==> src/rtl/fifo_sched_pkg.sv <==
// fifo_sched_pkg: shared state encoding and round-robin index helper for the FIFO drain scheduler
package fifo_sched_pkg;
  typedef enum logic [1:0] {IDLE, ARB, BURST} state_t;
  function automatic int rr_next(input int idx, input int n);
    return (idx + 1) % n;
  endfunction
endpackage

==> src/rtl/fifo_rr_drain_sched_arb.sv <==
// rr_arbiter: combinational rotate-priority encoder, first requester after last_grant wins
module rr_arbiter
  import fifo_sched_pkg::*;
#(
  parameter int NUM_CH = 4,
  localparam int CH_W = $clog2(NUM_CH)
) (
  input  logic [NUM_CH-1:0] req,
  input  logic [CH_W-1:0]   last_grant,
  output logic [CH_W-1:0]   gnt_idx,
  output logic              gnt_valid
);
  int idx;
  always_comb begin
    gnt_idx = '0;
    gnt_valid = 1'b0;
    idx = int'(last_grant);
    for (int k = 0; k < NUM_CH; k++) begin
      idx = rr_next(idx, NUM_CH);
      if (req[idx[CH_W-1:0]] && !gnt_valid) begin
        gnt_idx = idx[CH_W-1:0];
        gnt_valid = 1'b1;
      end
    end
  end
endmodule

==> src/rtl/fifo_rr_drain_sched.sv <==
// fifo_rr_drain_sched: round-robin burst scheduler draining NUM_CH FIFO read ports into one tagged stream
module fifo_rr_drain_sched
  import fifo_sched_pkg::*;
#(
  parameter int NUM_CH = 4,
  parameter int DATA_WIDTH = 32,
  parameter int BURST_LEN = 4,
  localparam int CH_W = $clog2(NUM_CH),
  localparam int CNT_W = $clog2(BURST_LEN + 1)
) (
  input  logic                         clk_i,
  input  logic                         arst_i,
  input  logic [NUM_CH-1:0]            ch_empty_i,
  input  logic [NUM_CH*DATA_WIDTH-1:0] ch_rdata_i,
  input  logic [NUM_CH-1:0]            ch_mask_i,
  output logic [NUM_CH-1:0]            ch_rd_en_o,
  output logic [DATA_WIDTH-1:0]        m_data_o,
  output logic [CH_W-1:0]              m_ch_o,
  output logic                         m_valid_o,
  input  logic                         m_ready_i,
  output logic                         busy_o
);
  state_t state, state_n;
  logic [CH_W-1:0] grant, arb_idx;
  logic arb_valid;
  logic [CNT_W-1:0] burst_cnt;
  logic [NUM_CH-1:0] eligible;
  logic out_free, pop, last_pop;
  logic [DATA_WIDTH-1:0] grant_data;
  assign eligible = ch_mask_i & ~ch_empty_i;
  assign out_free = ~m_valid_o | m_ready_i;
  assign pop = (state == BURST) & out_free & eligible[grant];
  assign last_pop = pop & (burst_cnt == CNT_W'(BURST_LEN - 1));
  assign grant_data = ch_rdata_i[grant*DATA_WIDTH +: DATA_WIDTH];
  assign ch_rd_en_o = pop ? NUM_CH'(1) << grant : '0;
  assign busy_o = state != IDLE;
  // grant doubles as last_grant: it only changes in ARB, so it always holds the latest winner
  rr_arbiter #(.NUM_CH(NUM_CH)) u_arb (
    .req(eligible),
    .last_grant(grant),
    .gnt_idx(arb_idx),
    .gnt_valid(arb_valid)
  );
  always_comb begin
    state_n = state;
    case (state)
      IDLE:    state_n = |eligible ? ARB : IDLE;
      ARB:     state_n = arb_valid ? BURST : IDLE;
      BURST:   state_n = (last_pop | (out_free & ~eligible[grant])) ? ARB : BURST;
      default: state_n = IDLE;
    endcase
  end
  always_ff @(posedge clk_i or posedge arst_i) begin
    if (arst_i) begin
      state <= IDLE;
      grant <= CH_W'(NUM_CH - 1);
      burst_cnt <= '0;
      m_valid_o <= 1'b0;
      m_data_o <= '0;
      m_ch_o <= '0;
    end else begin
      state <= state_n;
      if (state == ARB && arb_valid) begin
        grant <= arb_idx;
        burst_cnt <= '0;
      end
      if (pop) begin
        m_data_o <= grant_data;
        m_ch_o <= grant;
        m_valid_o <= 1'b1;
        burst_cnt <= burst_cnt + 1'b1;
      end else if (m_ready_i) m_valid_o <= 1'b0;
    end
  end
endmodule
==> config.mk <==
export PLATFORM = sky130hd
export DESIGN_NAME = fifo_rr_drain_sched
export DESIGN_NICKNAME = d
export VERILOG_FILES = /design/src/rtl/fifo_sched_pkg.sv /design/src/rtl/fifo_rr_drain_sched_arb.sv /design/src/rtl/fifo_rr_drain_sched.sv
export SDC_FILE = /design/constraint.sdc
export NUM_CORES = 1
export LEC_CHECK = 0
export CORE_MARGIN = 10
export CORE_UTILIZATION = 25
export CTS_CLUSTER_SIZE = 25
export DETAILED_ROUTE_END_ITERATION = 10
export GPL_TIMING_DRIVEN = 0
export PLACE_DENSITY = 0.65
export SLEW_MARGIN = 20
export SYNTH_ARGS = -nofsm -noshare
export SYNTH_HDL_FRONTEND = slang
export SYNTH_HIERARCHICAL = 1
export SYNTH_SLANG_ARGS = --single-unit
export TNS_END_PERCENT = 30
==> constraint.sdc <==
create_clock -name clk_i -period 3.2 [get_ports clk_i]
set_input_delay 0.64 -clock clk_i [delete_from_list [all_inputs] [get_ports clk_i]]
set_output_delay 0.64 -clock clk_i [all_outputs]
set_load 0.05 [all_outputs]
# --- Word-level counts from Yosys, hierarchy flattened ---
# Cells that the tools add are included.
totals:
  reg_bits: 42
  in_bits: 139
  out_inout_bits: 40
  word_cells: 72
classes:
  n_addsub: 5
  n_lt_le_gt_ge: 5
  n_eq_ne: 3
  shift: 2
  mux: 27
  bitwise: 11
  n_reduce_logical: 13
op_table:
  columns: ["cell", "count"]
  rows:
  - ["128-bit by 8-bit indexed part select with 32-bit output", 1]
  - ["2-bit by 3-bit < comparator with 1-bit output (second input constant)", 5]
  - ["1-bit 2-to-1 mux", 12]
  - ["2-bit 2-to-1 mux", 6]
  - ["1-bit binary-select mux with 2-bit select", 5]
  - ["3-bit 2-to-1 mux", 2]
  - ["2-bit one-hot mux with 3 select lines", 1]
  - ["2-bit nonzero test", 3]
  - ["2-bit adder (second input constant)", 2]
  - ["3-bit by 2-bit adder with 4-bit output (second input constant)", 1]
  - ["1-bit AND", 4]
  - ["4-bit AND", 1]
  - ["1-bit logical AND", 4]
  - ["4-bit 2-to-1 mux", 1]
  - ["4-bit NOT", 1]
  - ["4-bit OR reduction", 1]
  - ["1-bit by 2-bit left shift with 4-bit output (first input constant)", 1]
  - ["3-bit by 1-bit adder with 3-bit output (second input constant)", 1]
  - ["3-bit by 2-bit == test with 1-bit output (second input constant)", 1]
  - ["1-bit zero test", 3]
  - ["2-bit by 1-bit adder with 2-bit output (second input constant)", 1]
  - ["2-bit by 1-bit == test with 1-bit output (second input constant)", 1]
  - ["2-bit == test (second input constant)", 1]
  - ["2-bit zero test", 1]
  - ["other kinds (4)", 6]

# --- Depth between registers and ports, before layout ---
depth:
  depth_word: 17
  ltp_mapped: 7
  ltp_nobuf: 7

# --- Modules after synthesis ---
# Netlist, hierarchy kept.
by_module_without_submodules:
  columns: ["mod", "instances", "cells_each", "area_each_um2", "seq_area_each_um2"]
  rows:
  - ["fifo_rr_drain_sched", 1, 158, 2493.6, 1053.5]
  - ["rr_arbiter", 1, 14, 81.3, 0.0]

# --- Worst setup path before layout ---
# No wires, ideal clock.
synth_path:
  path_kind: "input to output"
  startpoint: "input port ch_empty_i[3]"
  endpoint: "output port ch_rd_en_o[0]"
  t_arrival_ps: 2975
  path_slack_ps: -415
  stages: 5
  path_buffers: 1
  cell_sequence: "nand2b_1 mux4_2 nor3_2 buf_4 nor3b_1"
synth_via:
  elab_chain_cells: 6
synth_lines:
  columns: ["element", "line_no", "source"]
  rows:
  - ["start, declared", "fifo_rr_drain_sched.sv:13", "input logic [NUM_CH-1:0] ch_empty_i,"]
  - ["4-bit NOT", "fifo_rr_drain_sched.sv:30", "assign eligible = ch_mask_i & ~ch_empty_i;"]
  - ["4-bit AND", "fifo_rr_drain_sched.sv:30", null]
  - ["1-bit binary-select mux with 2-bit select", "fifo_rr_drain_sched.sv:32", "assign pop = (state == BURST) & out_free & eligible[grant];"]
  - ["1-bit 2-to-1 mux (implied by the code)", "fifo_rr_drain_sched.sv:32", null]
  - ["1-bit AND", "fifo_rr_drain_sched.sv:32", null]
  - ["4-bit 2-to-1 mux", "fifo_rr_drain_sched.sv:35", "assign ch_rd_en_o = pop ? NUM_CH'(1) << grant : '0;"]
  - ["end, declared", "fifo_rr_drain_sched.sv:16", "output logic [NUM_CH-1:0] ch_rd_en_o,"]
# Every way passes these cells. The select of a mux whose other input is x is not followed.

# --- Worst setup path after layout ---
# Same ends and word-level chain as after synthesis.

==> summary.md <==
| Metric | Value |
|---|---|
| CP dominant cell by count | `buf_6` |
| R2r startpoint | `grant[1]` |
| Rows | `36` |
| Path depth of the worst reg2reg path | `4` |
| Routing usage on met3 | `6.24%` |
| CP Launch Type | `primary input` |
| Sw power | `0.00174 W` |
| Initial antenna violation count | `0` |
| Max-slew violation count | `0` |
| Tmin final | `3.12 ns` |
| CTS tree | `built` |
| Met1 Use GR | `13.4%` |
| Post-DP HPWL | `7730 µm` |
| DRC | `0` |
| Max_slew headroom | `57.5%` |
| Starting density of the core | `26.0%` |
| Mapped Nets | `313` |
| Max Fanout on Critical Path | `10` |
| CTS H-Tree Depth | `2` |
| Req. time, crit path | `2.56 ns` |
| Worst-case clock buffer depth | `2` |
| Worst slew pin tran | `0.637 ns` |
| Fraction of layout cells with a size suffix above 1 | `21.9%` |
| DR vias | `2288` |
| Data arrival, critical path | `2.48 ns` |
| Largest net degree at the start of global routing | `23` |
| Nets@finish | `500` |
| Total Neg Setup Slack | `0 ns` |
| 1st-iter DRT viols | `57` |
| Setup ws final | `0.0813 ns` |
| I/O pins | `179` |
| Die Y | `121 µm` |
| WL/cell | `18.9 µm` |
| Max stage delay cell, worst path | `mux4_2` |
| Mapped cell area | `2570 µm²` |
| Total Power | `0.00380 W` |
| Antenna diodes | `0` |
| Clock latency on the worst-skew pair | `0.29 ns` |
| Syn Area/Cell | `15.0 µm²` |
| Final period util | `97.5%` |
| Peak supply drop | `343 µV` |
| Clock Pin Slew Worst Setup and Hold Paths | `0.08 ns` |
| Die Area | `14800 µm²` |
| Fmax | `0.321 GHz` |
| Buffers plus inverters on the worst setup path | `3` |
| # port buffers | `178` |
| Crit-path cells | `clkdlybuf4s50_1, nand2b_1, mux4_2, nor3_4, buf_6, nor3b_2, buf_6` |
| Gr usage total | `12.5%` |
| Critical path origin | `ch_empty_i[3]` |
| Part of the power in registers | `24.5%` |
| Layout area overhead | `80.7%` |
| First-pass GRT wire length | `14600 µm` |
| Kind of critical path | `primary input to primary output` |
| Fill count | `900` |
| Top_reg_cell synth | `dfrtp_1` |
| CTS sink cnt | `42` |
| Die Wd | `121 µm` |
| Vias per std cell | `4.64` |
| Cells after synthesis | `172` |
| Clock Skew | `0.00800 ns` |
| Vias in the first global route | `2772` |
| Global route hottest layer | `met2` |
| Sequential area share after synthesis | `40.9%` |
| WP depth | `7` |
| Setup violations, final | `0` |
| Switching Fraction | `45.6%` |
| Comb pwr share | `66.6%` |
| # hold bufs at CTS | `0` |
| Hold Startpoint | `m_data_o[31]` |
| #FFs+latches synth | `42` |
| Router iterations before antenna repair | `4` |
| RSZ-0062 raised after global routing | `true` |
| Clock share of power | `8.9%` |
| Max_cap viols | `0` |
| Critical path capture point type | `primary output` |
| Pwr dens | `817 nW/µm²` |
| Core area | `9910 µm²` |
| Status | `complete, no violations` |
| Ys Warns | `6` |
| Max stage delay on crit path | `0.53 ns` |
| Grt met2 use | `21.6%` |
| Asr flop ratio synth | `100%` |
| Int Pwr | `0.00207 W` |
| Placer congestion estimate | `0.796` |
| Crit path max-delay family | `buffers and inverters` |
| Pre-CTS setup slack | `-0.962 ns` |
| CTS Buf Count | `5` |
| Hold depth | `1` |
| EDFF count, synth | `0` |
| Final hold vios | `0` |
| Worst hold path type | `flop to flop` |
| Remaining Overflow, GRT | `0` |
| Routed wire length | `9310 µm` |
| Root Driver | `clkbuf_8` |
| Synth unique cells | `29` |
| Final design utilization | `47.0%` |
| Lkg Pwr | `1.82 nW` |
| Routed Antenna Nets | `0` |
-- cells by family (layout without fill, tap and decap cells) --
logic type	after synthesis	count (layout)	share of synthesized area, %
buf+inv	20	208	3.64
simple gates	26	26	5.88
mux	73	73	46.2
compound gates	9	9	2.43
flops	42	42	40.9
fa+ha+maj	2	2	0.972
-- routing by layer --
metal,vias up,part of all wire (%)
li1,1042,-
met1,1117,37
met2,121,50
met3,8,11
met4,0,0.77
met5,-,0
-- cell usage in the layout (no fill, tap or decap) --
cell type,instances
clkdlybuf4s50_1,174
dfrtp_1,40
mux4_2,33
mux2_2,19
mux2_1,17
nand2b_1,7
inv_1,7
buf_4,6
nand2_1,6
clkbuf_1,5
clkbuf_8,5
mux2i_1,4
buf_6,3
buf_2,3
nor2_1,3
a21oi_1,3
nor2b_1,2
o21ai_0,2
and3b_1,2
ha_1,2
clkinv_2,2
dfstp_2,2
buf_1,1
nor3_4,1
nand3b_1,1
o21a_1,1
or2_2,1
nor3b_2,1
nor4_1,1
o32ai_1,1
and3_1,1
inv_2,1
buf_16,1
o221ai_2,1
a31oi_1,1
-- per-stage QoR --
stage                     std cells  area (µm²)  hold slack, ns
after floorplan                 172        2580           0.455
after global placement          483        4530           0.466
after detailed placement        484        4560           0.476
after CTS                       493        4640           0.496
after global routing            493        4650           0.510
final                           493        4650           0.487
-- state kept, by name, indices dropped and copies added (netlist names) --
signal	cells
burst_cnt	3
grant	2
m_valid_o	1
m_data_o	32
m_ch_o	2
state	2
-- final timing paths --
check / endpoint / slack (ns)
max: ch_rd_en_o[0] / 0.08
min: m_data_o[31] / 0.49
max reg2reg: m_data_o[22] / 0.70
min reg2reg: m_data_o[31] / 0.49
max in group asynchronous: m_data_o[11] / 2.01
min in group asynchronous: m_data_o[17] / 0.71
-- area by class of cell --
type | instances | area [µm²] | share of cell area (%)
buffer | 12 | 67.6 | 1.45
clock buffer | 6 | 72.6 | 1.56
clock inverter | 2 | 10.0 | 0.215
inverter | 8 | 30.0 | 0.645
multi-input combinational | 110 | 1440 | 30.9
sequential | 42 | 1050 | 22.6
tap | 133 | 166 | 3.58
timing repair buffer | 180 | 1810 | 39.0
-- cell usage after synthesis (4+ instances only) --
library cell / count / share of area (%)
dfrtp_1: 40 / 39
mux2i_1: 4 / 1.6
buf_4: 4 / 1.2
mux4_2: 33 / 29
mux2_1: 17 / 7.4
nand2_1: 6 / 0.87
nand2b_1: 7 / 1.7
mux2_2: 19 / 8.3
clkbuf_1: 4 / 0.58
inv_1: 8 / 1.2
-- power groups by stage --
| stage | sequential (W) | combinational [W] | clock, W |
|---|---|---|---|
| after floorplan | 0.00168 | 0.000940 | 0 |
| after global placement | 0.000929 | 0.00254 | 0 |
| after detailed placement | 0.000945 | 0.00257 | 0 |
| after CTS | 0.000936 | 0.00258 | 0.000361 |
| after global routing | 0.000969 | 0.00269 | 0.000378 |
| final | 0.000931 | 0.00253 | 0.000339 |
-- what timing repair did --
action	in CTS	in global routing
resized for setup	21	10
pin swaps	1	0
setup endpoints to repair	4	4
buffers inserted	1	0
cloned	0	0
(Power assumes the default switching activity.)
